**src/rtl/cb_adder_pipe_pkg.sv**
```systemverilog
// Shared constants and configuration helpers for the pipelined carry-bypass adder.
package cb_adder_pipe_pkg;

  localparam int unsigned DEF_WIDTH = 16;
  localparam int unsigned DEF_BLK   = 4;
  localparam int unsigned DEF_NBLK  = DEF_WIDTH / DEF_BLK;

  // One pipeline stage per carry-bypass block.
  function automatic int unsigned nblk_f(input int unsigned width, input int unsigned blk);
    return width / blk;
  endfunction

  function automatic bit cfg_ok_f(input int unsigned width, input int unsigned blk);
    return (blk != 0) && ((width % blk) == 0) && (width >= 4) && (width <= 64);
  endfunction

endpackage

```
**src/rtl/cb_block.sv**
```systemverilog
// Combinational BLK-bit ripple adder with block propagate and carry bypass mux.
module cb_block
  import cb_adder_pipe_pkg::*;
#(
  parameter int unsigned BLK = DEF_BLK
) (
  input  logic [BLK-1:0] a,
  input  logic [BLK-1:0] b,
  input  logic           ci,
  output logic [BLK-1:0] s_c,
  output logic           co_c,
  output logic           p_c,
  output logic           ovf_c
);

  logic [BLK:0] c;

  always_comb begin
    c     = '0;
    s_c   = '0;
    c[0]  = ci;
    for (int i = 0; i < int'(BLK); i++) begin
      s_c[i]  = a[i] ^ b[i] ^ c[i];
      c[i+1]  = (a[i] & b[i]) | ((a[i] ^ b[i]) & c[i]);
    end
    p_c   = &(a ^ b);
    // A fully propagating block forwards its carry-in directly.
    co_c  = p_c ? ci : c[BLK];
    ovf_c = c[BLK-1] ^ co_c;
  end

endmodule

```
**src/rtl/cb_adder_pipe.sv**
```systemverilog
// Pipelined carry-bypass adder/subtractor: one BLK-bit block per stage with
// valid/ready flow control and bubble collapsing.
module cb_adder_pipe
  import cb_adder_pipe_pkg::*;
#(
  parameter int unsigned WIDTH = DEF_WIDTH,
  parameter int unsigned BLK   = DEF_BLK
) (
  input  logic                        clk,
  input  logic                        rst_n,
  input  logic                        in_valid,
  output logic                        in_ready,
  input  logic [WIDTH-1:0]            a,
  input  logic [WIDTH-1:0]            b,
  input  logic                        cin,
  input  logic                        sub,
  output logic                        out_valid,
  input  logic                        out_ready,
  output logic [WIDTH-1:0]            sum,
  output logic                        cout,
  output logic                        ovf,
  output logic [nblk_f(WIDTH,BLK)-1:0] skip_mask
);

  localparam int unsigned NBLK = nblk_f(WIDTH, BLK);

  if (!cfg_ok_f(WIDTH, BLK)) begin : g_cfg_err
    $error("cb_adder_pipe: WIDTH must be a multiple of BLK in 4..64");
  end

  logic [NBLK-1:0]  v_q, v_d, c_q, c_d, load_c;
  logic [WIDTH-1:0] a_q [NBLK];
  logic [WIDTH-1:0] a_d [NBLK];
  logic [WIDTH-1:0] b_q [NBLK];
  logic [WIDTH-1:0] b_d [NBLK];
  logic [WIDTH-1:0] sum_q [NBLK];
  logic [WIDTH-1:0] sum_d [NBLK];
  logic [NBLK-1:0]  skip_q [NBLK];
  logic [NBLK-1:0]  skip_d [NBLK];
  logic             ovf_q, ovf_d;

  logic [NBLK-1:0]  st_v, st_c;
  logic [WIDTH-1:0] st_a [NBLK];
  logic [WIDTH-1:0] st_b [NBLK];
  logic [WIDTH-1:0] st_sum [NBLK];
  logic [NBLK-1:0]  st_skip [NBLK];

  logic [BLK-1:0]   blk_s [NBLK];
  logic [NBLK-1:0]  blk_co, blk_p;
  logic             blk_ovf [NBLK];

  // Operands travel shifted so each stage always consumes the low BLK bits.
  for (genvar k = 0; k < int'(NBLK); k++) begin : g_stage
    if (k == 0) begin : g_in
      assign st_v[k]    = in_valid;
      assign st_a[k]    = a;
      assign st_b[k]    = sub ? ~b : b;
      assign st_c[k]    = sub | cin;
      assign st_sum[k]  = '0;
      assign st_skip[k] = '0;
    end else begin : g_chain
      assign st_v[k]    = v_q[k-1];
      assign st_a[k]    = a_q[k-1];
      assign st_b[k]    = b_q[k-1];
      assign st_c[k]    = c_q[k-1];
      assign st_sum[k]  = sum_q[k-1];
      assign st_skip[k] = skip_q[k-1];
    end

    cb_block #(.BLK(BLK)) u_blk (
      .a     (st_a[k][BLK-1:0]),
      .b     (st_b[k][BLK-1:0]),
      .ci    (st_c[k]),
      .s_c   (blk_s[k]),
      .co_c  (blk_co[k]),
      .p_c   (blk_p[k]),
      .ovf_c (blk_ovf[k])
    );
  end

  always_comb begin
    v_d    = v_q;
    c_d    = c_q;
    a_d    = a_q;
    b_d    = b_q;
    sum_d  = sum_q;
    skip_d = skip_q;
    ovf_d  = ovf_q;
    load_c = '0;
    for (int k = 0; k < int'(NBLK); k++) begin
      // Stage k advances if any stage from k upward is empty, or the output drains.
      load_c[k] = out_ready | ((~v_q >> k) != '0);
      if (load_c[k]) begin
        v_d[k] = st_v[k];
        if (st_v[k]) begin
          a_d[k]    = st_a[k] >> BLK;
          b_d[k]    = st_b[k] >> BLK;
          c_d[k]    = blk_co[k];
          sum_d[k]  = (st_sum[k] >> BLK) | (WIDTH'(blk_s[k]) << (WIDTH - BLK));
          skip_d[k] = (st_skip[k] >> 1) | (NBLK'(blk_p[k]) << (NBLK - 1));
        end
      end
    end
    if (load_c[NBLK-1] && st_v[NBLK-1]) begin
      ovf_d = blk_ovf[NBLK-1];
    end
  end

  always_ff @(posedge clk or negedge rst_n) begin
    if (!rst_n) begin
      v_q   <= '0;
      c_q   <= '0;
      ovf_q <= 1'b0;
      for (int k = 0; k < int'(NBLK); k++) begin
        a_q[k]    <= '0;
        b_q[k]    <= '0;
        sum_q[k]  <= '0;
        skip_q[k] <= '0;
      end
    end else begin
      v_q    <= v_d;
      c_q    <= c_d;
      ovf_q  <= ovf_d;
      a_q    <= a_d;
      b_q    <= b_d;
      sum_q  <= sum_d;
      skip_q <= skip_d;
    end
  end

  assign in_ready  = load_c[0];
  assign out_valid = v_q[NBLK-1];
  assign sum       = sum_q[NBLK-1];
  assign cout      = c_q[NBLK-1];
  assign ovf       = ovf_q;
  assign skip_mask = skip_q[NBLK-1];

endmodule
```
**config.mk**
```make
export PLATFORM = sky130hd
export DESIGN_NAME = cb_adder_pipe
export DESIGN_NICKNAME = d
export VERILOG_FILES = /design/src/rtl/cb_adder_pipe_pkg.sv /design/src/rtl/cb_block.sv /design/src/rtl/cb_adder_pipe.sv
export SDC_FILE = /design/constraint.sdc
export NUM_CORES = 1
export LEC_CHECK = 0
export ABC_CLOCK_PERIOD_IN_PS = 3800
export BUFFER_PORTS_ARGS = -buffer_cell sky130_fd_sc_hd__clkbuf_2
export CORE_MARGIN = 5
export CORE_UTILIZATION = 64
export CTS_BUF_LIST = sky130_fd_sc_hd__clkbuf_8
export DETAILED_ROUTE_END_ITERATION = 16
export PLACE_DENSITY = 0.92
export SYNTH_ARGS = -nofsm -noshare
export SYNTH_HDL_FRONTEND = slang
export SYNTH_SLANG_ARGS = --single-unit
```
**constraint.sdc**
```tcl
create_clock -name clk -period 3.8 [get_ports clk]
set_clock_uncertainty 0.2 [all_clocks]
set_input_delay 0 -clock clk [delete_from_list [all_inputs] [get_ports clk]]
set_output_delay 0 -clock clk [all_outputs]
set_load 0.01 [all_outputs]
```
-- Word-level counts from Yosys, hierarchy flattened
Index checks and enable logic that the tools add are counted.
- muxes and demuxes: 5
- bitwise operators: 98
- reduce and logical (&&, ||, !) cells: 12
- operators with widths (operator ; count):
    bitwise OR 12 x 16 -> 16 bit ; 3
    bitwise XOR 1 bit ; 33
    bitwise AND 1 bit ; 32
    bitwise OR 1 bit ; 21
    two-way mux 16 bit ; 1
    NOT 16 bit ; 1
    AND reduction 4 bit ; 4
    bitwise XOR 4 bit ; 4
    bitwise OR 3 x 4 -> 4 bit ; 3
    nonzero test 4 bit ; 3
    AND reduction 2 bit ; 4
    two-way mux 1 bit ; 4
    NOT 4 bit ; 1
    logical AND 1 bit ; 1
- bits in registers: 122
- input bits: 38
- output and inout bits: 24

-- Longest topological paths before layout
Gate-level depths: netlist (run 1).
- depth in word-level cells: 12
- depth in mapped cells: 11
- mapped depth without buffers: 10

-- Modules after synthesis
Synthesis (run 1) repeated with hierarchy kept, for this count alone.
- cell total of the unflattened synthesis: 343
- area total of the unflattened synthesis: 5176.2 um2
- by module, submodules not included (module ; times used ; cells each ; area each (um2) ; seq. area each (um2)):
    cb_adder_pipe ; 1 ; 255 ; 4315.4 ; 2677.6
    cb_block ; 4 ; 22 ; 215.2 ; 0.0

-- Worst setup path after synthesis (run 1)
OpenSTA, ideal clock, no wires.
- path kind: input to register
- start: input port sub
- end: register sum_q, in the netlist st_sum[47]
- data arrival time: 2394 ps
- slack: 1079 ps
- cell stages on the path: 10
- buffers on the path: 2
- cells stage by stage: buf_2 > buf_2 > xor2_1 > fa_1 > inv_1 > fa_1 > fa_1 > inv_1 > fa_1 > mux2_1
- RTL lines (what ; RTL line ; RTL):
    start: declaration ; cb_adder_pipe.sv:16 ; input logic sub,
    end signal: assignment ; cb_adder_pipe.sv:126 ; sum_q <= sum_d;
    end: declaration ; cb_adder_pipe.sv:36 ; logic [WIDTH-1:0] sum_q [NBLK];

-- Worst setup path in the final report (run 1)
- start: input port cin
- end: register c_q[0]
- cells in the longest elaborated chain, start to end: 10
- RTL lines (what ; RTL line ; RTL):
    start: declaration ; cb_adder_pipe.sv:15 ; input logic cin,
    bitwise OR 1 bit (*) ; cb_adder_pipe.sv:58 ; assign st_c[k] = sub | cin;
    bitwise AND 1 bit ; cb_block.sv:24 ; c[i+1] = (a[i] & b[i]) | ((a[i] ^ b[i]) & c[i]);
    bitwise OR 1 bit ; cb_block.sv:24 ;
    bitwise AND 1 bit ; cb_block.sv:24 ;
    bitwise OR 1 bit ; cb_block.sv:24 ;
    bitwise AND 1 bit ; cb_block.sv:24 ;
    bitwise OR 1 bit ; cb_block.sv:24 ;
    bitwise AND 1 bit ; cb_block.sv:24 ;
    bitwise OR 1 bit ; cb_block.sv:24 ;
    two-way mux 1 bit (*) ; cb_block.sv:28 ; co_c = p_c ? ci : c[BLK];
    end signal: assignment ; cb_adder_pipe.sv:112 ; c_q <= '0;
    end signal: assignment ; cb_adder_pipe.sv:122 ; c_q <= c_d;
    end: declaration ; cb_adder_pipe.sv:31 ; logic [NBLK-1:0] v_q, v_d, c_q, c_d, load_c;
Every way passes the cells marked *; elsewhere a longest branch is shown, timed or not.
A chain may end at the register's enable or synchronous reset.

==> metrics.cfg, run 1 <==
[outcome]
status=finished clean

[routing]
drt-wirelength-per-cell_um=16.0
drt-initial-drc-count=104
drc_errors=0
drtPass1Iterations=6
via_count_normalized_by_instance_count=5.19
postRouteAntennaNets=0
route.final.wire_length_um=8780
via_count=2851

[power]
comb_power_share_pct=31.2
p_int_uw=2350
power_per_cell_area_nw_per_um2=615
vdd_drop_max_mv=0.312
p_leak_uw=0.00271
power.share.sequential_pct=50.9
psw_uw=1130
power_switching_share_pct=32.5
clock_power_share_pct=17.8

[setup_path]
rr_startpoint=a_q[16]$_DFFE_PN0P_
cpLargestDelayFamily=buffers and inverters
cp_cell_sequence=dlygate4sd3_1, clkbuf_2, or2_2, fa_1, inv_1, fa_1, fa_1, inv_1, fa_1, mux2i_1, dlygate4sd3_1, o21ai_0
reg2reg_depth=10
criticalPathCategory=in -> reg
crit_required_ns=3.81
worst_r2r_setup_slack_ns=1.18
cpMaxStageDelayCell=sky130_fd_sc_hd__dlygate4sd3_1
cp_slowest_stage_delay_ns=0.55
capture_instance_of_the_worst_register_to_register_path=ovf$_DFFE_PN0P_
critPathBufInv=5
setup.worst_path.end_class=register
arrival_ns=2.93
critPathMostFrequentCell=sky130_fd_sc_hd__fa_1
crit_path_max_fanout=2
worst_setup_path_start_kind=input pin

[floorplan]
die_y_um=96.6
floorplan.core_area_um2=7290
rows=31
floorplan.io_pins=62
floorplan.initialDensity_pct=65.8
floorplan.die_area_um2=9330
die-width_um=96.6

[final_layout]
area_growth_syn_to_layout_pct=18.1
num-nets-final=517
post_route_cells_drive_above_1_share_pct=33.1
antennaDiodeCount=0

[synth]
ys_types=26
synth_nets=424
synth_sequential_area_ratio_pct=55.8
synth_top_family_by_area=multiplexers
postSynthRegisterBits=107
synth.area.mux_share_pct=18.0
synth.cell_area_um2=4800
post_synth_simple_gate_area_pct=4.40
synth_xor_area_share_pct=3.10
synthesis.instances=354
post_synth_fa_ha_maj_area_fraction_pct=10.8
post_synth.cell_area_avg_um2=13.6
ys.warnings.count=0
synth-compound-area-share_pct=3.57

[sta]
slew_headroom_pct=18.1
worst-slew-pin-transition_ns=1.23
finalCriticalPeriod_ns=2.92
hold-worst-slack_ns=0.0723
final_max_slew_viol_count=0
finalHoldViolations=0
rsz_0062_raised_after_global_routing=false
max_clock_freq_mhz=343
finalSetupTns_ns=0
final.period_utilization_pct=76.8
finalSetupViolations=0

[worst_hold_path]
whs_path_depth=3
holdCritPathClass=in -> reg
worst_hold_path.endpoint=b_q[58]$_DFFE_PN0P_
worst_hold_startpoint=sub

[clock_network]
clock_tree_from_tritoncts=done
htree_num_levels=3
worst_setup_hold_path_clk_slew_ns=0.10
clock-sinks=107
clock_path_buffers=2
cts.repair_timing.setup_buffer_count=0
clk_latency_ns=0.36
cts_resized=0
clk_root_buffer_cell=sky130_fd_sc_hd__clkbuf_8
cts_buffer_count=9
hold_buf_count_cts=36

[flow_run]
number_of_max_capacitance_violations_reported=0

[grt]
grt_first_pass_wirelength_um=15600
number_of_global_route_vias_before_repair=3137
gr-usage-all-layers_pct=20.7
antenna_violations_before_repair=0
grt-ovfl-total=0
grt_max_degree=84

[placed_design]
dp_hpwl_um=6020
numPortBuffers=61
routabilityCongestion=0.785

## worst reg2reg max path, cell delays in order (launching register included)
cell and delay [ns]:
sky130_fd_sc_hd__dfrtp_1 0.39, sky130_fd_sc_hd__inv_1 0.08, sky130_fd_sc_hd__fa_1 0.42, sky130_fd_sc_hd__inv_1 0.07
sky130_fd_sc_hd__fa_1 0.18, sky130_fd_sc_hd__fa_1 0.22, sky130_fd_sc_hd__inv_1 0.07, sky130_fd_sc_hd__fa_1 0.37
sky130_fd_sc_hd__mux2i_1 0.23, sky130_fd_sc_hd__xnor2_1 0.15, sky130_fd_sc_hd__o21ai_0 0.09
## Yosys cell counts
library cell               count  area share [%]
sky130_fd_sc_hd__fa_1         16             6.7
sky130_fd_sc_hd__nand4b_2      1            0.31
sky130_fd_sc_hd__or2_2         2            0.26
sky130_fd_sc_hd__a21o_1        1            0.16
sky130_fd_sc_hd__a211oi_1      1            0.16
sky130_fd_sc_hd__nand2_1      29             2.3
sky130_fd_sc_hd__inv_1        28             2.2
sky130_fd_sc_hd__nor2_1        3            0.23
sky130_fd_sc_hd__mux2_2       67              16
sky130_fd_sc_hd__mux2_1        8             1.9
sky130_fd_sc_hd__mux2i_1       2            0.42
sky130_fd_sc_hd__buf_4         4            0.63
sky130_fd_sc_hd__a21oi_1       2            0.21
sky130_fd_sc_hd__nand2b_1      4            0.52
sky130_fd_sc_hd__buf_6         1            0.23
sky130_fd_sc_hd__dfrtp_1     107              56
sky130_fd_sc_hd__xnor2_1      11             2.0
sky130_fd_sc_hd__o21ai_4       1            0.34
sky130_fd_sc_hd__clkbuf_2      1            0.10
sky130_fd_sc_hd__o21ai_0      26             2.7
sky130_fd_sc_hd__nand3b_1      1            0.16
sky130_fd_sc_hd__xor2_1        6             1.1
sky130_fd_sc_hd__ha_1         16             4.2
sky130_fd_sc_hd__nand2_2       1            0.13
sky130_fd_sc_hd__nand4_1       4            0.52
sky130_fd_sc_hd__buf_2        11             1.1
## worst max path at each step
stage,slack (ns),startpoint,end,cells past startpoint
2_1_floorplan,1.08,sub,st_sum[47]$_DFFE_PN0P_,10
3_5_place_dp,0.95,sub,st_sum[47]$_DFFE_PN0P_,9
6_report,0.88,cin,c_q[0]$_DFFE_PN0P_,12
3_3_place_gp,1.09,sub,st_sum[47]$_DFFE_PN0P_,9
4_1_cts,0.93,cin,c_q[0]$_DFFE_PN0P_,12
5_1_grt,0.76,cin,c_q[0]$_DFFE_PN0P_,12
## power by group through the flow
stage	Combinational, uW	Sequential [uW]	Clock, uW
finish	1090	1780	622
CTS	1110	1780	629
floorplan	697	1760	0
global route	1240	1830	678
detailed placement	1050	1800	0
global placement	973	1760	0
## cells by family (layout without fill, tap and decap cells)
family                     after synthesis  in the layout
and+or+nand+nor                         45             45
adders and majority gates               32             32
DFF                                    107            107
muxes                                   77             77
buffers and inverters                   45            141
xor gates and xnor gates                17             17
AOI/OAI and AO/OA                       31             31
## routing by layer
metal / vias to the layer above / global-route usage (%) / share of wire [%]
li1: 1348 / - / -
met1: 1440 / 26.7 / 44
met2: 53 / 35.0 / 51
met3: 10 / 4.82 / 3.8
met4: 0 / 6.05 / 1.4
met5: - / 0 / 0
## layout make-up
class                   count  area [um^2]
clock buffers              10          138
flip-flops and latches    107         2680
repair buffers             99          683
well taps                  99          124
fillers                   441         1620
inverters                  28          105
clock inverters             4         27.5
multi-input cells         202         1920
## registers in the layout, summed over array words and instances, names as in the netlist
register,cells
skip_mask,4
sum,16
ovf,1
st_sum,24
b_q,24
v_q,4
skip_q,6
c_q,4
a_q,24
## placed cells by master (no fill, tap or decap), types with 2 or more instances in the layout
cell type and instances:
sky130_fd_sc_hd__o21ai_0 26, sky130_fd_sc_hd__a21oi_1 2, sky130_fd_sc_hd__nor2_1 3, sky130_fd_sc_hd__nand4_1 4, sky130_fd_sc_hd__inv_1 28, sky130_fd_sc_hd__nand2b_1 4
sky130_fd_sc_hd__ha_1 16, sky130_fd_sc_hd__dlygate4sd3_1 36, sky130_fd_sc_hd__buf_4 3, sky130_fd_sc_hd__xor2_1 6, sky130_fd_sc_hd__clkbuf_2 60, sky130_fd_sc_hd__mux2_1 8
sky130_fd_sc_hd__fa_1 16, sky130_fd_sc_hd__clkbuf_8 10, sky130_fd_sc_hd__xnor2_1 11, sky130_fd_sc_hd__dfrtp_1 107, sky130_fd_sc_hd__mux2_2 67, sky130_fd_sc_hd__clkinv_2 2
sky130_fd_sc_hd__nand2_1 29, sky130_fd_sc_hd__mux2i_1 2, sky130_fd_sc_hd__or2_2 2
## stage by stage
| stage | utilization, % | worst slack, ns | instances | total power [uW] | area [um^2] |
|---|---|---|---|---|---|
| global route | 77.8 | 0.762 | 549 | 3750 | 5670 |
| finish | 77.8 | 0.881 | 549 | 3490 | 5670 |
| CTS | 77.8 | 0.933 | 549 | 3510 | 5670 |
| floorplan | - | 1.08 | 354 | 2460 | 4800 |
| global placement | 70.6 | 1.09 | 499 | 2740 | 5150 |
| detailed placement | 70.6 | 0.952 | 499 | 2860 | 5150 |
Note: power is estimated with default switching activity, not from simulation.
==> run 2: changes to the inputs <==
--- a/config.mk
+++ b/config.mk
@@ -5,13 +5,13 @@
 export SDC_FILE = /design/constraint.sdc
 export NUM_CORES = 1
 export LEC_CHECK = 0
-export ABC_CLOCK_PERIOD_IN_PS = 3800
+export ABC_CLOCK_PERIOD_IN_PS = 2500
 export BUFFER_PORTS_ARGS = -buffer_cell sky130_fd_sc_hd__clkbuf_2
 export CORE_MARGIN = 5
-export CORE_UTILIZATION = 64
+export CORE_UTILIZATION = 54
 export CTS_BUF_LIST = sky130_fd_sc_hd__clkbuf_8
 export DETAILED_ROUTE_END_ITERATION = 16
-export PLACE_DENSITY = 0.92
+export PLACE_DENSITY = 0.83
 export SYNTH_ARGS = -nofsm -noshare
 export SYNTH_HDL_FRONTEND = slang
 export SYNTH_SLANG_ARGS = --single-unit
==> constraint.sdc (replaced) <==
create_clock -name clk -period 2.5 [get_ports clk]
set_clock_uncertainty 0.2 [all_clocks]
set_input_delay 0 -clock clk [delete_from_list [all_inputs] [get_ports clk]]
set_output_delay 0 -clock clk [all_outputs]
set_load 0.01 [all_outputs]
==> metrics.cfg, run 2 (synthesized netlist as in run 1, its figures left out) <==
[floorplan]
floorplan.core_area_um2=8680
floorplan.io_pins=62
rows=34
die_y_um=104
die-width_um=104
floorplan.die_area_um2=10900
floorplan.initialDensity_pct=55.3

[placed_design]
numPortBuffers=61
pre_cts_ws_ns=-0.0413
placed_cells_incl_taps=514
post_dp_cell_area_um2=5210
routabilityCongestion=0.761
dp_hpwl_um=6180

[setup_path]
crit_required_ns=2.56
cpMaxStageDelayCell=sky130_fd_sc_hd__fa_2
cp_slowest_stage_delay_ns=0.40
crit_path_max_fanout=2
critPathMostFrequentCell=sky130_fd_sc_hd__fa_2
cp_cell_sequence=inv_1, fa_2, inv_2, fa_2, fa_2, inv_1, fa_2, mux2i_1, mux2_2
worst_setup_path_start_kind=register
setup.worst_path.end_class=register
criticalPathCategory=reg -> reg
arrival_ns=2.50

[outcome]
status=finished clean

[routing]
drt-wirelength-per-cell_um=15.0
via_count=2819
route.final.wire_length_um=8550
via_count_normalized_by_instance_count=4.95
postRouteAntennaNets=0
drtPass1Iterations=4
drt-initial-drc-count=127
drc_errors=0

[worst_hold_path]
holdCritPathClass=in -> async

[power]
clock_power_share_pct=20.5
power.share.sequential_pct=48.9
psw_uw=1720
p_int_uw=3790
power_per_cell_area_nw_per_um2=946
comb_power_share_pct=30.6
vdd_drop_max_mv=0.421
power_uw=5510
p_leak_uw=0.00277
power_switching_share_pct=31.2

[sta]
max_clock_freq_mhz=409
final_max_slew_viol_count=0
final.period_utilization_pct=97.9
postLayoutSetupSlackWorst_ns=0.0530
worst-slew-pin-transition_ns=0.694
finalSetupViolations=0
slew_headroom_pct=53.7
hold-worst-slack_ns=0.0270
finalCriticalPeriod_ns=2.45
finalHoldViolations=0

[flow_run]
number_of_max_capacitance_violations_reported=0

[final_layout]
post-route-cell-area_um2=5830
area_growth_syn_to_layout_pct=21.4
layout_common_cells=sky130_fd_sc_hd__dfrtp_1 (107), sky130_fd_sc_hd__mux2_2 (67), sky130_fd_sc_hd__clkbuf_2 (60), sky130_fd_sc_hd__dlygate4sd3_1 (36), sky130_fd_sc_hd__nand2_1 (29)
final_common_cell=sky130_fd_sc_hd__dfrtp_1
num-nets-final=526
stdcell_count=569
post_route_cells_drive_above_1_share_pct=37.3
antennaDiodeCount=0

[clock_network]
clock-sinks=107
clk_latency_ns=0.36
worst_setup_hold_path_clk_slew_ns=0.10
clk_root_buffer_cell=sky130_fd_sc_hd__clkbuf_8
cts_buffer_count=9
htree_num_levels=3
clock_path_buffers=2
clock_tree_from_tritoncts=done

[grt]
grt_first_pass_wirelength_um=15300
number_of_global_route_vias_before_repair=3057
grt_max_degree=58
antenna_violations_before_repair=0
grt-ovfl-total=0
gr-usage-all-layers_pct=17.3

run 2: worst max-delay path, delay by kind of cell (launching register included):
family / cells / cell delay [ns]
buf+inv: 3 / 0.24
mux: 2 / 0.36
fa+ha+maj: 4 / 1.16
flops: 1 / 0.39
run 2: final cells by class:
| class | count | area [um^2] |
|---|---|---|
| clock buffer | 9 | 124 |
| clock inverter | 7 | 93.8 |
| fill | 623 | 2850 |
| inverter | 28 | 105 |
| multi-input combinational | 202 | 1940 |
| sequential | 107 | 2680 |
| tap | 108 | 135 |
| timing repair buffer | 108 | 751 |
run 2: repair_timing:
item                                    4_1_cts  5_1_grt
endpoints found under the setup margin        0        7
hold buffers                                 36        0
resized for setup                             0       15
endpoints found under the hold margin        87        0
setup buffers                                 0        3
run 2: through the flow:
stage,utilization [%],setup TNS (ns)
3_5_place_dp,60.0,-0.0413
2_1_floorplan,-,0
6_report,67.2,0
5_1_grt,67.2,-0.0502
3_3_place_gp,60.0,0
4_1_cts,66.7,0
run 2: layer usage:
layer | track usage, % | vias to the layer above | routed length (um)
li1 | - | 1366 | -
met3 | 4.10 | 12 | 364
met4 | 5.83 | 0 | 136
met1 | 23.9 | 1380 | 3870
met5 | 0 | - | 0
met2 | 27.0 | 61 | 4180
run 2: path summary, 6_finish.rpt:
check                           cells after the start                       end  slack [ns]                start
worst min-delay path                                2  skip_mask[0]$_DFFE_PN0P_        0.03                rst_n
worst min register to register                      2       sum[12]$_DFFE_PN0P_        0.29  sum[12]$_DFFE_PN0P_
min in group clk                                    4        c_q[0]$_DFFE_PN0P_        0.06                  sub
max in group asynchronous                           3       a_q[50]$_DFFE_PN0P_        1.32                rst_n
worst max register to register                      9        c_q[3]$_DFFE_PN0P_        0.05   c_q[2]$_DFFE_PN0P_
worst max-delay path                                9        c_q[3]$_DFFE_PN0P_        0.05   c_q[2]$_DFFE_PN0P_
run 2: power groups by stage:
stage | logic [uW] | registers, uW | clock network, uW
final | 1690 | 2700 | 1130
after global routing | 1950 | 2770 | 1220
after CTS | 1650 | 2700 | 1140
after detailed placement | 1590 | 2740 | 0
after global placement | 1480 | 2690 | 0
after floorplan | 1060 | 2680 | 0
